**src/rtl/cdc_handshake_tx.sv**
```systemverilog
// Source side of a two-phase (toggle) req/ack crossing: holds a word on a flop,
// toggles the request and waits for the synchronized toggled acknowledge.

module cdc_sync #(
    parameter int unsigned           WIDTH       = 1,
    parameter bit                    RESET       = 1'b1,
    parameter int unsigned           RANK        = 2,
    parameter logic [WIDTH-1:0]      RESET_VALUE = '0
) (
    input  logic             clk_i,
    input  logic             rst_ni,
    input  logic [WIDTH-1:0] d_i,
    output logic [WIDTH-1:0] q_o
);

    // Entry 0 is the metastability-catching flop; the oldest entry is the output.
    logic [RANK-1:0][WIDTH-1:0] sync_q;

    if (RESET) begin : g_rst
        always_ff @(posedge clk_i or negedge rst_ni) begin
            if (!rst_ni) begin
                sync_q <= {RANK{RESET_VALUE}};
            end else begin
                sync_q <= {sync_q[RANK-2:0], d_i};
            end
        end
    end else begin : g_norst
        always_ff @(posedge clk_i) begin
            sync_q <= {sync_q[RANK-2:0], d_i};
        end
    end

    assign q_o = sync_q[RANK-1];

endmodule

module cdc_handshake_tx #(
    parameter int unsigned      WIDTH       = 32,
    parameter int unsigned      RANK        = 2,
    parameter logic [WIDTH-1:0] RESET_VALUE = '0,
    parameter int unsigned      TIMEOUT     = 0
) (
    input  logic             clk_i,
    input  logic             rst_ni,
    input  logic             valid_i,
    output logic             ready_o,
    input  logic [WIDTH-1:0] data_i,
    output logic             cdc_req_o,
    output logic [WIDTH-1:0] cdc_data_o,
    input  logic             cdc_ack_i,
    output logic             done_o,
    output logic [1:0]       err_o
);

    localparam logic [15:0] TIMEOUT_CNT = 16'(TIMEOUT);

    typedef enum logic {
        IDLE,
        WAIT_ACK
    } state_e;

    state_e           state_q, state_d;
    logic             req_q;
    logic [WIDTH-1:0] data_q;
    logic [15:0]      cnt_q, cnt_d;
    logic             done_q, done_d;
    logic [1:0]       err_q, err_d;
    logic             ack_s;
    logic             ack_match;
    logic             accept;

    cdc_sync #(
        .WIDTH       (1),
        .RESET       (1'b1),
        .RANK        (RANK),
        .RESET_VALUE (1'b0)
    ) u_ack_sync (
        .clk_i  (clk_i),
        .rst_ni (rst_ni),
        .d_i    (cdc_ack_i),
        .q_o    (ack_s)
    );

    // Transfer is complete once the returned ack phase matches the request phase.
    assign ack_match = (ack_s == req_q);

    always_comb begin
        state_d = state_q;
        cnt_d   = cnt_q;
        done_d  = 1'b0;
        err_d   = err_q;
        accept  = 1'b0;
        case (state_q)
            IDLE: begin
                if (!ack_match) begin
                    err_d[0] = 1'b1;
                end
                if (valid_i) begin
                    accept  = 1'b1;
                    cnt_d   = '0;
                    state_d = WAIT_ACK;
                end
            end
            WAIT_ACK: begin
                if (ack_match) begin
                    state_d = IDLE;
                    done_d  = 1'b1;
                end else begin
                    if (cnt_q != 16'hFFFF) begin
                        cnt_d = cnt_q + 16'd1;
                    end
                    // No abort on timeout: the destination may still answer late.
                    if ((TIMEOUT != 0) && (cnt_d == TIMEOUT_CNT)) begin
                        err_d[1] = 1'b1;
                    end
                end
            end
            default: state_d = IDLE;
        endcase
    end

    always_ff @(posedge clk_i or negedge rst_ni) begin
        if (!rst_ni) begin
            state_q <= IDLE;
            cnt_q   <= '0;
            done_q  <= 1'b0;
            err_q   <= '0;
        end else begin
            state_q <= state_d;
            cnt_q   <= cnt_d;
            done_q  <= done_d;
            err_q   <= err_d;
        end
    end

    // Launch registers move only on accept, so data is stable while req != ack.
    always_ff @(posedge clk_i or negedge rst_ni) begin
        if (!rst_ni) begin
            req_q  <= 1'b0;
            data_q <= RESET_VALUE;
        end else if (accept) begin
            req_q  <= ~req_q;
            data_q <= data_i;
        end
    end

    assign ready_o    = (state_q == IDLE);
    assign cdc_req_o  = req_q;
    assign cdc_data_o = data_q;
    assign done_o     = done_q;
    assign err_o      = err_q;

endmodule

```
**config.mk**
```make
export PLATFORM = sky130hd
export DESIGN_NAME = cdc_handshake_tx
export DESIGN_NICKNAME = d
export VERILOG_FILES = /design/src/rtl/cdc_handshake_tx.sv
export SDC_FILE = /design/constraint.sdc
export NUM_CORES = 1
export LEC_CHECK = 0
export ABC_AREA = 0
export BUFFER_PORTS_ARGS = -buffer_cell sky130_fd_sc_hd__buf_2
export CAP_MARGIN = 5
export CORE_MARGIN = 10
export CORE_UTILIZATION = 49
export CTS_CLUSTER_DIAMETER = 50
export DETAILED_ROUTE_END_ITERATION = 10
export PLACE_DENSITY_LB_ADDON = 0.12
export SLEW_MARGIN = 20
export SYNTH_ARGS = -nofsm -noshare
export SYNTH_HDL_FRONTEND = slang
export SYNTH_SLANG_ARGS = --single-unit
```
**constraint.sdc**
```tcl
create_clock -name clk_i -period 3.9 [get_ports clk_i]
set_input_delay 0 -clock clk_i [delete_from_list [all_inputs] [get_ports clk_i]]
set_output_delay 0 -clock clk_i [all_outputs]
set_load 0.02 [all_outputs]
```
==> impl_metrics.json, run 1 <==
{
  "fin_crit_sh": 0.422,
  "ys_seq_elements": 38,
  "critPathBufInv": 1,
  "num_antenna_cells": 0,
  "cts_tree": "built",
  "cts_buffer_depth": 2,
  "p_leak_uw": 0.00117,
  "clkSlewWorstSetupHoldPaths_ns": 0.11,
  "fin_crit_ns": 1.65,
  "num_io_pins": 73,
  "finalSetupViolCount": 0,
  "synth_top_cells_by_area": "dfrtp_1 61%, mux2_4 28%, buf_12 3.9%",
  "powerDensity_nw_per_um2": 767,
  "die-area_sq_um": 5820,
  "rows": 20,
  "setup_ws_ns": 2.25,
  "yosysMostFrequentCell": "dfrtp_1",
  "grt_max_degree": 39,
  "root_buffer": "clkbuf_4",
  "num_vias": 1076,
  "initial_core_util": 0.509,
  "reg2reg_depth": 3,
  "cp_slowest_stage_delay_ns": 0.46,
  "peakVddDrop_v": 0.000452,
  "overflow": 0,
  "clkSinkCount": 38,
  "worstPathRequired_ns": 4.12,
  "path_class": "reg2reg",
  "synthDistinctLibCells": 15,
  "status": "completed",
  "die-width_microns": 76.3,
  "postRouteAntennaNets": 0,
  "htree_levels": 2,
  "crit_chain": "nor2b_4 > buf_12 > mux2_2",
  "ys.flop_type": "dfrtp_1",
  "drt_iter0_markers": 31,
  "yosysSeqAreaShare": 0.612,
  "drive_above_1_share": 0.577,
  "wl_per_cell_microns": 16.0,
  "fmaxAchievable_ghz": 0.607,
  "coreArea_sq_um": 3050,
  "final_util": 0.761,
  "area_delta_synth_final_pct": 49.6,
  "drc": 0,
  "synth_cells": 84,
  "grt_pass1_vias": 1263,
  "hold_path.class": "in2async",
  "numPortBuffers": 71,
  "dp_hpwl_microns": 2550,
  "hold_viol_final": 0,
  "pre_cts_ws_ns": 2.25,
  "grtUsageTotal": 0.135,
  "syn_area_sq_um": 1550,
  "finalMaxSlewViolations": 0,
  "cp-start-kind": "flop",
  "crit_fanout": 21,
  "die_h_microns": 76.3,
  "yosys_warnings": 0,
  "synthArstFlopShare": 1.00,
  "syn_area_per_cell_sq_um": 18.5,
  "drt-total-wl_microns": 3810,
  "yosysTopAreaCell": "dfrtp_1",
  "synth_fp_nets": 120,
  "end_kind": "flop",
  "cts_hold_buf": 35,
  "synth_top_cell_area_share": 0.612,
  "antenna_found_initial": 0,
  "synth_edf_count": 0,
  "grt_pass1_wl_microns": 6480,
  "tns_ns": 0,
  "viasPerCell": 4.52,
  "tightest_slew_ns": 0.809,
  "final_net_count": 229,
  "cts_buffers": 5,
  "clk_latency_ns": 0.32,
  "relSlewSlack": 0.460,
  "skew_ns": 0.0102,
  "worstPathArrival_ns": 1.87,
  "crit_cells": 3,
  "drtPass1Iterations": 2,
  "worst_path_max_delay_cell": "dfrtp_1",
  "ff2ff_setup_slack_ns": 2.25,
  "gp_congestion": 0.684,
  "post_cts_buffers": 0,
  "path_delay_family": "flip-flops",
  "rsz0062_at_grt": "false",
  "synth_common_cells": "38 x dfrtp_1, 29 x mux2_4, 3 x buf_12, 3 x mux2_2",
  "cts_resized": 0,
  "maxCapViolCount": 0
}
[cells by family (layout without fill, tap and decap cells)]
| logic type | count (synthesis) | count (layout) | share of synthesized area |
|---|---|---|---|
| xor+xnor | 2 | 2 | 0.0113 |
| compound gates | 2 | 2 | 0.00806 |
| simple gates | 3 | 3 | 0.0105 |
| buf+inv | 6 | 116 | 0.0532 |
| other cells | 1 | 1 | 0.00242 |
| flops | 38 | 38 | 0.612 |
| mux | 32 | 32 | 0.302 |
[flip-flops by register name, summed over array words and instances (netlist names)]
signal	count
done_o	1
err_o	1
state_q	1
u_ack_sync.q_o	1
u_ack_sync.sync_q	1
cdc_req_o	1
cdc_data_o	32
[final cells by class]
class / count / area, sq um
sequential: 38 / 951
fill: 213 / 731
timing repair buffer: 107 / 726
multi-input combinational: 40 / 527
clock buffer: 7 / 55.1
tap: 44 / 55.1
clock inverter: 1 / 5.00
inverter: 1 / 3.75
[per-layer routing]
layer  share of wire  up-vias  global-route usage
met5               0        -                   0
met4          0.0021        0              0.0390
met3           0.063        2              0.0483
met2            0.52       39               0.236
met1            0.41      535               0.151
li1                -      500                   -
[path summary, 6_finish.rpt]
kind / from / end
worst min register to register: u_ack_sync.sync_q[0] / u_ack_sync.q_o
worst min-delay path: rst_ni / cdc_data_o[31]
worst max-delay path: state_q / cdc_data_o[25]
worst max register to register: state_q / cdc_data_o[25]
max in group asynchronous: rst_ni / cdc_data_o[21]
min in group clk_i: cdc_ack_i / u_ack_sync.sync_q[0]
[placed cells by master (no fill, tap or decap)]
cell type and instances:
clkbuf_8 1, clkbuf_4 5, dlygate4sd3_1 35, clkbuf_1 1, nor2b_4 1, mux2_2 3
inv_1 1, nor2_1 1, clkinv_2 1, o21bai_1 1, conb_1 1, buf_12 1
and2_1 1, dfrtp_1 38, buf_2 71, xor2_1 1, mux2_4 29, a21oi_1 1
xnor2_1 1
[where the power goes]
group	leakage, uW	internal, uW	switching, uW
Combinational	0.000694	435	448
Sequential	0.000444	580	113
Clock	0.0000353	87.5	118
[metrics by stage]
stage / cell area (sq um) / total power (uW) / std cells / hold WS [ns]
final: 2320 / 1780 / 238 / 0.290
after detailed placement: 1910 / 1560 / 195 / 0.109
after global placement: 1890 / 1530 / 194 / 0.110
after global routing: 2320 / 1890 / 238 / 0.319
after CTS: 2320 / 1800 / 238 / 0.286
after floorplan: 1550 / 1300 / 84 / -0.296
(Power assumes the default switching activity.)
==> run 2, diff against run 1 <==
--- a/config.mk
+++ b/config.mk
@@ -9,7 +9,7 @@
 export BUFFER_PORTS_ARGS = -buffer_cell sky130_fd_sc_hd__buf_2
 export CAP_MARGIN = 5
 export CORE_MARGIN = 10
-export CORE_UTILIZATION = 49
+export CORE_UTILIZATION = 41
 export CTS_CLUSTER_DIAMETER = 50
 export DETAILED_ROUTE_END_ITERATION = 10
 export PLACE_DENSITY_LB_ADDON = 0.12
==> constraint.sdc (replaced) <==
create_clock -name clk_i -period 1.5 [get_ports clk_i]
set_input_delay 0 -clock clk_i [delete_from_list [all_inputs] [get_ports clk_i]]
set_output_delay 0 -clock clk_i [all_outputs]
set_load 0.02 [all_outputs]
==> run 2 against run 1 <==
Sequential share of layout area down 0.89 points; register-to-register slack got worse by 2.1 ns; final cell count up 2.1%; non-clock buffer count up 2; largest cell class unchanged; die area rose by 14%; global-route usage shrank 1.6 points.
==> impl_metrics.json, run 2 (synthesis results as in run 1) <==
{
  "postRouteAntennaNets": 0,
  "hold_path.class": "in2async",
  "grtUsageTotal": 0.119,
  "num_io_pins": 73,
  "end_kind": "flop",
  "dp_hpwl_microns": 2570,
  "num_vias": 1040,
  "multi_input_area_sq_um": 527,
  "cp_slowest_stage_delay_ns": 0.45,
  "worstPathArrival_ns": 1.47,
  "peakVddDrop_v": 0.00118,
  "initial_core_util": 0.424,
  "worst_path_max_delay_cell": "dfrtp_1",
  "reg2reg_depth": 3,
  "clkSinkCount": 38,
  "wl_per_cell_microns": 15.5,
  "status": "completed",
  "cts_resized": 0,
  "maxCapViolCount": 0,
  "final_net_count": 231,
  "worstPathRequired_ns": 1.67,
  "clk_latency_ns": 0.28,
  "fin_crit_sh": 0.867,
  "drive_above_1_share": 0.585,
  "r2r-end": "cdc_data_o[24]",
  "root_buffer": "clkbuf_8",
  "cp-start-kind": "flop",
  "num_antenna_cells": 0,
  "r2r-start": "state_q",
  "path_class": "reg2reg",
  "design_area_sq_um": 2370,
  "coreArea_sq_um": 3660,
  "skew_ns": 0.00495,
  "rsz0062_at_grt": "false",
  "rows": 22,
  "p_leak_uw": 0.00119,
  "tns_ns": 0,
  "cts_buffer_depth": 2,
  "whs_ns": 0.191,
  "overflow": 0,
  "layout_common_cells": "71 x buf_2, 38 x dfrtp_1, 35 x dlygate4sd3_1",
  "grt_pass1_wl_microns": 6110,
  "die-area_sq_um": 6650,
  "powerDensity_nw_per_um2": 2000,
  "viasPerCell": 4.28,
  "numPortBuffers": 71,
  "antenna_found_initial": 0,
  "clkSlewWorstSetupHoldPaths_ns": 0.07,
  "fin_crit_ns": 1.30,
  "drt_iter0_markers": 22,
  "crit_chain": "nor2b_4 > buf_12 > mux2_2",
  "mostFrequentLayoutCell": "buf_2",
  "finalMaxSlewViolations": 0,
  "drtPass1Iterations": 3,
  "ff_latch_area_sq_um": 951,
  "die_h_microns": 81.5,
  "largest_reg_flops": 32,
  "pre_cts_ws_ns": 0.188,
  "drc": 0,
  "setup_ws_ns": 0.200,
  "htree_levels": 2,
  "ff2ff_setup_slack_ns": 0.20,
  "cts_buffers": 5,
  "grt_pass1_vias": 1211,
  "fmaxAchievable_ghz": 0.769,
  "hold_viol_final": 0,
  "gp_congestion": 0.766,
  "die-width_microns": 81.5,
  "drt-total-wl_microns": 3770,
  "finalSetupViolCount": 0,
  "grt_max_degree": 22,
  "area_delta_synth_final_pct": 52.9,
  "crit_fanout": 18,
  "nFillCells": 262,
  "cts_tree": "built",
  "post_dp_cell_area_sq_um": 1940
}
run 2: metrics by stage:
stage	instances	total power, uW	util
floorplan	84	3380	-
global placement	201	4030	0.531
detailed placement	201	4080	0.531
CTS	243	4810	0.648
global route	243	5030	0.648
finish	243	4740	0.648
run 2: repair_timing:
| action | CTS | global route |
|---|---|---|
| buffers inserted | 0 | 0 |
| hold buffers | 35 | 0 |
| endpoints found under the hold margin | 54 | 0 |
run 2: power by group:
group / internal [uW] / leakage (uW) / switching [uW]
registers: 1510 / 0.000444 / 273
clock network: 311 / 0.0000438 / 317
logic: 1160 / 0.000707 / 1160
total: 2980 / 0.00119 / 1750
run 2: layout make-up:
class / instances / area share
well taps: 48 / 0.0253
clock inverters: 2 / 0.00422
repair buffers: 109 / 0.317
clock buffers: 5 / 0.0290
multi-input cells: 40 / 0.222
flip-flops and latches: 38 / 0.401
inverters: 1 / 0.00158
run 2: worst max path at each step:
stage	start	endpoint	slack, ns	depth (start not counted)
2_1_floorplan	state_q	cdc_data_o[0]	0.26	4
3_3_place_gp	state_q	cdc_data_o[23]	0.23	3
3_5_place_dp	state_q	cdc_data_o[25]	0.19	3
4_1_cts	state_q	cdc_data_o[25]	0.19	3
5_1_grt	state_q	cdc_data_o[24]	0.13	3
6_report	state_q	cdc_data_o[24]	0.20	3
run 2: per-layer routing:
layer  vias to the layer above  part of all wire  wire (microns)  GRT usage
met4                         0            0.0082              31     0.0260
met5                         -                 0               0          0
met3                         5              0.12             446     0.0666
li1                        502                 -               -          -
met1                       483              0.39            1460      0.129
met2                        50              0.48            1830      0.199
run 2: critical path, delay by kind of cell, from the launching register on:
kind | cells | cell delay [ns]
buf+inv | 1 | 0.19
mux | 1 | 0.35
simple gates | 1 | 0.19
flops | 1 | 0.45
